`src/rtl/hazard_ctrl.sv`:
```
// Pipeline hazard controller: a 3-slot destination scoreboard drives RAW stalls,
// and jumps (ID) or taken branches (MEM) flush the younger pipeline stages.
module hazard_ctrl #(
  parameter int FWD_EN = 0,
  parameter int CNT_W  = 32
) (
  input  logic             clk,
  input  logic             rst,
  input  logic             id_valid,
  input  logic [4:0]       id_rs,
  input  logic [4:0]       id_rt,
  input  logic             id_use_rs,
  input  logic             id_use_rt,
  input  logic             id_wr_en,
  input  logic [4:0]       id_wd,
  input  logic             id_is_load,
  input  logic             id_jump,
  input  logic             mem_br_taken,
  output logic             pc_hold,
  output logic             ifid_hold,
  output logic             idex_bubble,
  output logic             flush_ifid,
  output logic             flush_exmem,
  output logic [CNT_W-1:0] stall_cnt,
  output logic [CNT_W-1:0] flush_cnt
);

  typedef struct packed {
    logic       v;
    logic [4:0] rd;
    logic       ld;
  } slot_t;

  localparam logic [CNT_W-1:0] CNT_ONE = {{(CNT_W-1){1'b0}}, 1'b1};

  slot_t ex_q, ex_d;
  slot_t mem_q, mem_d;
  slot_t wb_q, wb_d;
  logic [CNT_W-1:0] stall_cnt_q, stall_cnt_d;
  logic [CNT_W-1:0] flush_cnt_q, flush_cnt_d;

  logic hit_rs;
  logic hit_rt;
  logic stall_raw;
  logic stall_eff;
  logic jump_acc;

  function automatic logic slot_hit(input slot_t s, input logic [4:0] r);
    return s.v && (s.rd == r) && (r != 5'd0);
  endfunction

  // With forwarding only a load sitting in EX is unresolvable; without it,
  // the register file has no write-through so WB must also be checked.
  always_comb begin
    hit_rs = 1'b0;
    hit_rt = 1'b0;
    if (FWD_EN != 0) begin
      hit_rs = slot_hit(ex_q, id_rs) && ex_q.ld;
      hit_rt = slot_hit(ex_q, id_rt) && ex_q.ld;
    end else begin
      hit_rs = slot_hit(ex_q, id_rs) || slot_hit(mem_q, id_rs) || slot_hit(wb_q, id_rs);
      hit_rt = slot_hit(ex_q, id_rt) || slot_hit(mem_q, id_rt) || slot_hit(wb_q, id_rt);
    end
  end

  always_comb begin
    stall_raw = id_valid && ((id_use_rs && hit_rs) || (id_use_rt && hit_rt));
    stall_eff = stall_raw && !mem_br_taken;
    jump_acc  = id_jump && !stall_raw && !mem_br_taken;
  end

  always_comb begin
    pc_hold     = !rst && stall_eff;
    ifid_hold   = !rst && stall_eff;
    idex_bubble = !rst && (stall_raw || mem_br_taken);
    flush_ifid  = !rst && (mem_br_taken || (id_jump && !stall_raw));
    flush_exmem = !rst && mem_br_taken;
  end

  // The instruction in EX is younger than a branch resolving in MEM, so its
  // slot dies on the way into MEM; MEM and WB entries are older and survive.
  always_comb begin
    ex_d.v  = id_valid && id_wr_en && (id_wd != 5'd0) && !stall_raw && !mem_br_taken;
    ex_d.rd = id_wd;
    ex_d.ld = id_is_load;
    mem_d   = ex_q;
    if (mem_br_taken) begin
      mem_d.v = 1'b0;
    end
    wb_d = mem_q;
  end

  always_comb begin
    stall_cnt_d = stall_cnt_q;
    flush_cnt_d = flush_cnt_q;
    if (stall_eff && (stall_cnt_q != {CNT_W{1'b1}})) begin
      stall_cnt_d = stall_cnt_q + CNT_ONE;
    end
    if ((mem_br_taken || jump_acc) && (flush_cnt_q != {CNT_W{1'b1}})) begin
      flush_cnt_d = flush_cnt_q + CNT_ONE;
    end
  end

  always_ff @(posedge clk) begin
    if (rst) begin
      ex_q        <= '0;
      mem_q       <= '0;
      wb_q        <= '0;
      stall_cnt_q <= '0;
      flush_cnt_q <= '0;
    end else begin
      ex_q        <= ex_d;
      mem_q       <= mem_d;
      wb_q        <= wb_d;
      stall_cnt_q <= stall_cnt_d;
      flush_cnt_q <= flush_cnt_d;
    end
  end

  assign stall_cnt = stall_cnt_q;
  assign flush_cnt = flush_cnt_q;

endmodule

```
`config.mk`:
```
export PLATFORM = sky130hd
export DESIGN_NAME = hazard_ctrl
export DESIGN_NICKNAME = d
export VERILOG_FILES = /design/src/rtl/hazard_ctrl.sv
export SDC_FILE = /design/constraint.sdc
export NUM_CORES = 1
export LEC_CHECK = 0
export BUFFER_PORTS_ARGS = -buffer_cell sky130_fd_sc_hd__buf_2
export CAP_MARGIN = 20
export CORE_MARGIN = 3
export CORE_UTILIZATION = 40
export CTS_CLUSTER_DIAMETER = 50
export CTS_CLUSTER_SIZE = 24
export DETAILED_ROUTE_END_ITERATION = 10
export PLACE_DENSITY = 0.7
export SLEW_MARGIN = 20
export SYNTH_ARGS = -nofsm -noshare
export SYNTH_HDL_FRONTEND = slang
export SYNTH_SLANG_ARGS = --single-unit
```
`constraint.sdc`:
```
create_clock -name clk -period 2.3 [get_ports clk]
set_input_delay 0.345 -clock clk [delete_from_list [all_inputs] [get_ports clk]]
set_output_delay 0.345 -clock clk [all_outputs]
set_load 0.03 [all_outputs]
```
# Word-level counts from Yosys, hierarchy flattened
# Cells that the tools add are included.
# Widths: inputs -> output; s select.
# classes
addsub	2
eq_ne	8
reduce_logical	43
# op_table
operator	n
$add 32x1->32 const B	2
$ne 32x32->1 const B	2
$eq 5x5->1	6
$logic_and 1x1->1	28
$reduce_bool 5->1	3
$logic_or 1x1->1	8
$logic_not 1->1	3
$reduce_or 2->1	1
# totals
regBits	82
wordCells	61

# Longest topological paths before layout
# logic_depth
word_depth	13
depth_mapped	10

# Least setup slack after synthesis
# Ideal clock, no wire load.
# synth_path
path_kind	register to register
from	register flush_cnt_q[0] (netlist: flush_cnt[0])
to	register flush_cnt_q[23] (netlist: flush_cnt[23])
path_slack_ns	-0.277
t_required_ns	2.177
period_less_slack_ns	2.577
setup_time_ns	0.123
arrival_ns	2.454
stages_incl_launch_ff	10
path_cell_list	dfxtp_1 -> ha_1 -> clkinv_1 -> or3_1 -> nor4bb_1 -> and4_1 -> clkbuf_1 -> clkbuf_1 -> nor4b_1 -> mux2_1
# synth_via
elab_chain_len	2
elab_cells_between_ends	3
# synth_lines
element	line_no	source
from (decl)	40	logic [CNT_W-1:0] flush_cnt_q, flush_cnt_d;
from (signal assigned)	116	flush_cnt_q <= flush_cnt_d;
parallel branches: the longest is 2 deep, another holds $add 32x1->32	-	
# Parallel ways; which one is timed is not known.
# A chain may end at the register's enable or synchronous reset.

# Worst setup path after layout
# layout_path
from	register wb_q[2] (netlist bit)
to	register flush_cnt_q[9] (netlist: flush_cnt[9])
# layout_via
elab_chain_len	12
elab_cells_between_ends	17
# layout_lines
element	line_no	source
from (decl)	38	slot_t wb_q, wb_d;
from (signal assigned)	114	wb_q <= wb_d;
$eq 5x5->1	49	return s.v && (s.rd == r) && (r != 5'd0);
$logic_and 1x1->1 (2 in a row)	49	
$logic_or 1x1->1, on equally long branches	61, 62	
$logic_and 1x1->1	67	stall_raw = id_valid && ((id_use_rs && hit_rs) || (id_use_rt && hit_rt));
$logic_or 1x1->1 (*)	67	
$logic_and 1x1->1 (*)	67	
$logic_not 1->1 (*)	69	jump_acc = id_jump && !stall_raw && !mem_br_taken;
$logic_and 1x1->1 (*) (2 in a row)	69	
$logic_or 1x1->1 (*)	99	if ((mem_br_taken || jump_acc) && (flush_cnt_q != {CNT_W{1'b1}})) begin
$logic_and 1x1->1 (*)	99	
# Every way passes the cells marked *; elsewhere a longest branch is shown, timed or not.

==> results.sh <==
export IMPL_outcome="finished with violations"
export IMPL_violations_in_the_final_reports="setup timing"
export IMPL_maxSlewHeadroom_pct=41.2
export IMPL_max_freq_ghz=0.393
export IMPL_critPathArrivalTime_ps=2830
export IMPL_worst_ir_drop_vdd_mv=0.417
export IMPL_pre_cts_ws_ps=-370
export IMPL_synth_area_leaders="dfxtp_1 37%, xor2_1 4.7%, or4_1 4.4%, nor2b_1 4.3%, o31ai_1 4.2%"
export IMPL_synth_top_cells_by_count="82 x dfxtp_1, 34 x a21oi_1, 31 x nor2_1, 31 x nor2b_1, 29 x nand2_1"
export IMPL_area_growth_pct=43.3
export IMPL_asyncSetResetFlopFracSynth_pct=0
export IMPL_worstMarginPinSlew_ps=881
export IMPL_timing_rr_end="flush_cnt[9]"
export IMPL_cts_hold_buf=0
export IMPL_grt_pass1_wl_mm=21.5
export IMPL_drt_first_iter_violations=198
export IMPL_vias=4602
export IMPL_hold_class="in2reg"
export IMPL_cts_root_buf="clkbuf_8"
export IMPL_synth_seq_cells=82
export IMPL_post_route_cell_area_um2=6400
export IMPL_grt_start_max_net_pins=40
export IMPL_rsz0062_at_grt="true"
export IMPL_io_pin_count=93
export IMPL_synthDistinctLibCells=48
export IMPL_worst_clock_skew_ps=7.52
export IMPL_clock_latency_of_the_later_clocked_register_in_the_worst_skew_pair_ps=360
export IMPL_initial_utilization_pct=42.1
export IMPL_wl_final_mm=13.2
export IMPL_worst_path_buf_inv=4
export IMPL_yosysMostFrequentCell="dfxtp_1"
export IMPL_dominantRegCellSynth="dfxtp_1"
export IMPL_timing_critical_path_cells="xor2_1 -> nor4_1 -> and3_2 -> buf_4 -> o31ai_4 -> o221ai_4 -> buf_4 -> buf_6 -> buf_8 -> or4_1 -> a21oi_1"
export IMPL_power_report_internal_total_uw=2170
export IMPL_core_region_area_um2=10600
export IMPL_cell_type_with_the_largest_total_area_after_synthesis="dfxtp_1"
export IMPL_final_fill_count=936
export IMPL_timing_setup_critical_path_class="reg2reg"
export IMPL_whs_ps=215
export IMPL_first_global_vias=4468
export IMPL_worst_path_stages=11
export IMPL_power_frac_comb_pct=9.5
export IMPL_flop2flop_setup_slack_ps=-250
export IMPL_syn_num_nets=551
export IMPL_critical_path_max_stage_delay_ps=510
export IMPL_postLayoutCoreUtil_pct=60.4
export IMPL_startpoint_type="flop"
export IMPL_route_detailed_vias_per_inst=5.75
export IMPL_cts_made_buffers=9
export IMPL_layout_drive_gt1_share_pct=42.8
export IMPL_dieArea_um2=12500
export IMPL_timing_critical_path_fanout_max=11
export IMPL_r2r_start="wb_q[2]"
export IMPL_synth_seq_area_share_pct=36.7
export IMPL_gr_total_overflow=0
export IMPL_place_port_buffers=91
export IMPL_final_antenna_net_count=0
export IMPL_min_period_ps=2550
export IMPL_clkTransAtPathRegs_ps=90
export IMPL_fin_ws_ps=-245
export IMPL_tritoncts="yes"
export IMPL_antenna_violations_before_repair=0
export IMPL_drc_violation_count_after_routing=0
export IMPL_timing_critical_path_to="flush_cnt[9]"
export IMPL_switching_share_pct=24.7
export IMPL_post_route_period_util_pct=111
export IMPL_globalplace_congestion=0.891
export IMPL_pwr_share_clk_pct=40.1
export IMPL_die_height_um=112
export IMPL_crit_required_ps=2580
export IMPL_power_density_nw_per_um2=450
export IMPL_cts_max_path_buffers=2
export IMPL_synth_top_cell_area_share_pct=36.7
export IMPL_critPathCaptureType="flop"
export IMPL_critical_path_startpoint="wb_q[2]"
export IMPL_overall_fraction_of_global_route_tracks_in_use_pct=20.2
export IMPL_cp_top_family="simple AND/OR/NAND/NOR gates"
export IMPL_slowest_cell_on_the_critical_path="or4_1"
export IMPL_total_of_warnings_raised_by_yosys=0
export IMPL_place_area_um2=5470
export IMPL_seq_power_share_pct=50.4
export IMPL_max_cap_viol_count=0
export IMPL_clock_sink_count=82
export IMPL_hold_viol=0
export IMPL_synth_edff_count=0
export IMPL_final_max_slew_violation_count=0
export IMPL_r2r_cells=11
export IMPL_p_leak_uw=0.00249
export IMPL_wl_per_cell_um=16.5
export IMPL_switchingPower_uw=710
export IMPL_post_synth_inst_count=525
export IMPL_setup_viol=64
export IMPL_post_dp_hpwl_mm=8.64
export IMPL_worst_path_most_repeated_cell="buf_4"
export IMPL_firstDrtPassIters=4
export IMPL_post_synth_cell_area_avg_um2=8.51
export IMPL_synth_area_um2=4470
export IMPL_cts_htree_levels=3
export IMPL_die_width_um=112
export IMPL_antenna_cells=0
export IMPL_finish_net_count=685
export IMPL_placement_rows=37
[final cells by class]
class,count,area (um2),share of cell area (%)
clock buffer,9,124,1.94
clock inverter,7,92.6,1.45
inverter,13,48.8,0.762
multi-input combinational,391,3140,49.1
sequential,82,1670,26.1
tap,136,170,2.66
timing repair buffer,162,1150,18.0
[metal layers]
layer	GRT usage (%)	up-vias	wire length (um)	part of all wire [%]
li1	-	2256	-	-
met1	25.2	2217	5680	43
met2	35.3	115	6720	51
met3	4.84	14	684	5.2
met4	4.79	0	140	1.1
met5	0	-	0	0
[layout by cell type (no fill, tap or decap), types with 9 or more instances in the layout]
cell type,instances
nand4_1,17
o311ai_2,9
buf_2,87
buf_4,53
o41ai_1,13
nor4_4,9
nor2b_1,31
nor2_1,29
buf_6,14
or4_1,16
mux2_4,11
dfxtp_1,62
or4_4,10
clkbuf_8,9
o31ai_1,23
a21oi_2,11
or2_2,10
nand2_1,27
inv_1,12
nor4_1,11
nand3_1,21
and3_1,16
xor2_1,23
and4_1,9
a21oi_1,22
dfxtp_2,18
[worst min-delay path by stage]
stage | start | endpoint | slack, ps | cells past startpoint
finish | id_wd[2] | ex_q[3] | 210 | 2
global route | id_wd[3] | ex_q[4] | 210 | 2
floorplan | ex_q[6] | mem_q[6] | 440 | 1
detailed placement | stall_cnt[6] | stall_cnt[6] | 470 | 2
CTS | id_wd[3] | ex_q[4] | 190 | 2
global placement | stall_cnt[6] | stall_cnt[6] | 460 | 2
[worst reg2reg max path, delay by kind of cell (launching register included)]
| family | cells | cell delay, ps |
|---|---|---|
| buf+inv | 4 | 580 |
| simple gates | 3 | 790 |
| compound gates | 3 | 600 |
| flops | 1 | 350 |
| xor+xnor | 1 | 170 |
[metrics by stage]
step	setup TNS (ps)	std cells	total power, uW
floorplan	0	525	1600
global placement	-15070	774	1690
detailed placement	-17530	774	1700
CTS	-4920	795	2880
global route	-12850	800	3000
finish	-6540	800	2880
[sequential cells by signal, summed over array words and instances (netlist names)]
name	count
stall_cnt	32
ex_q	6
wb_q	6
flush_cnt	32
mem_q	6
[power by group through the flow]
stage / Clock [uW] / Combinational [uW] / Sequential, uW
after floorplan: 0 / 112 / 1490
after global placement: 0 / 212 / 1480
after detailed placement: 0 / 216 / 1480
after CTS: 1190 / 241 / 1450
after global routing: 1250 / 297 / 1450
final: 1150 / 274 / 1450
[logic make-up (layout without fill, tap and decap cells)]
logic type	after synthesis	count (layout)	share of synthesized area (%)
and+or+nand+nor	239	239	31.6
AOI/OAI and AO/OA	105	105	16.6
muxes	15	15	3.78
adders and majority gates	2	2	0.560
DFF	82	82	36.7
xor gates and xnor gates	30	30	5.88
buffers and inverters	52	191	4.90
[what timing repair did]
item	CTS	global route
pin swaps	31	24
gates cloned	0	1
gates resized for setup	79	56
buffers inserted	5	4
endpoints found under the setup margin	63	68
Note: power is estimated with default switching activity, not from simulation.
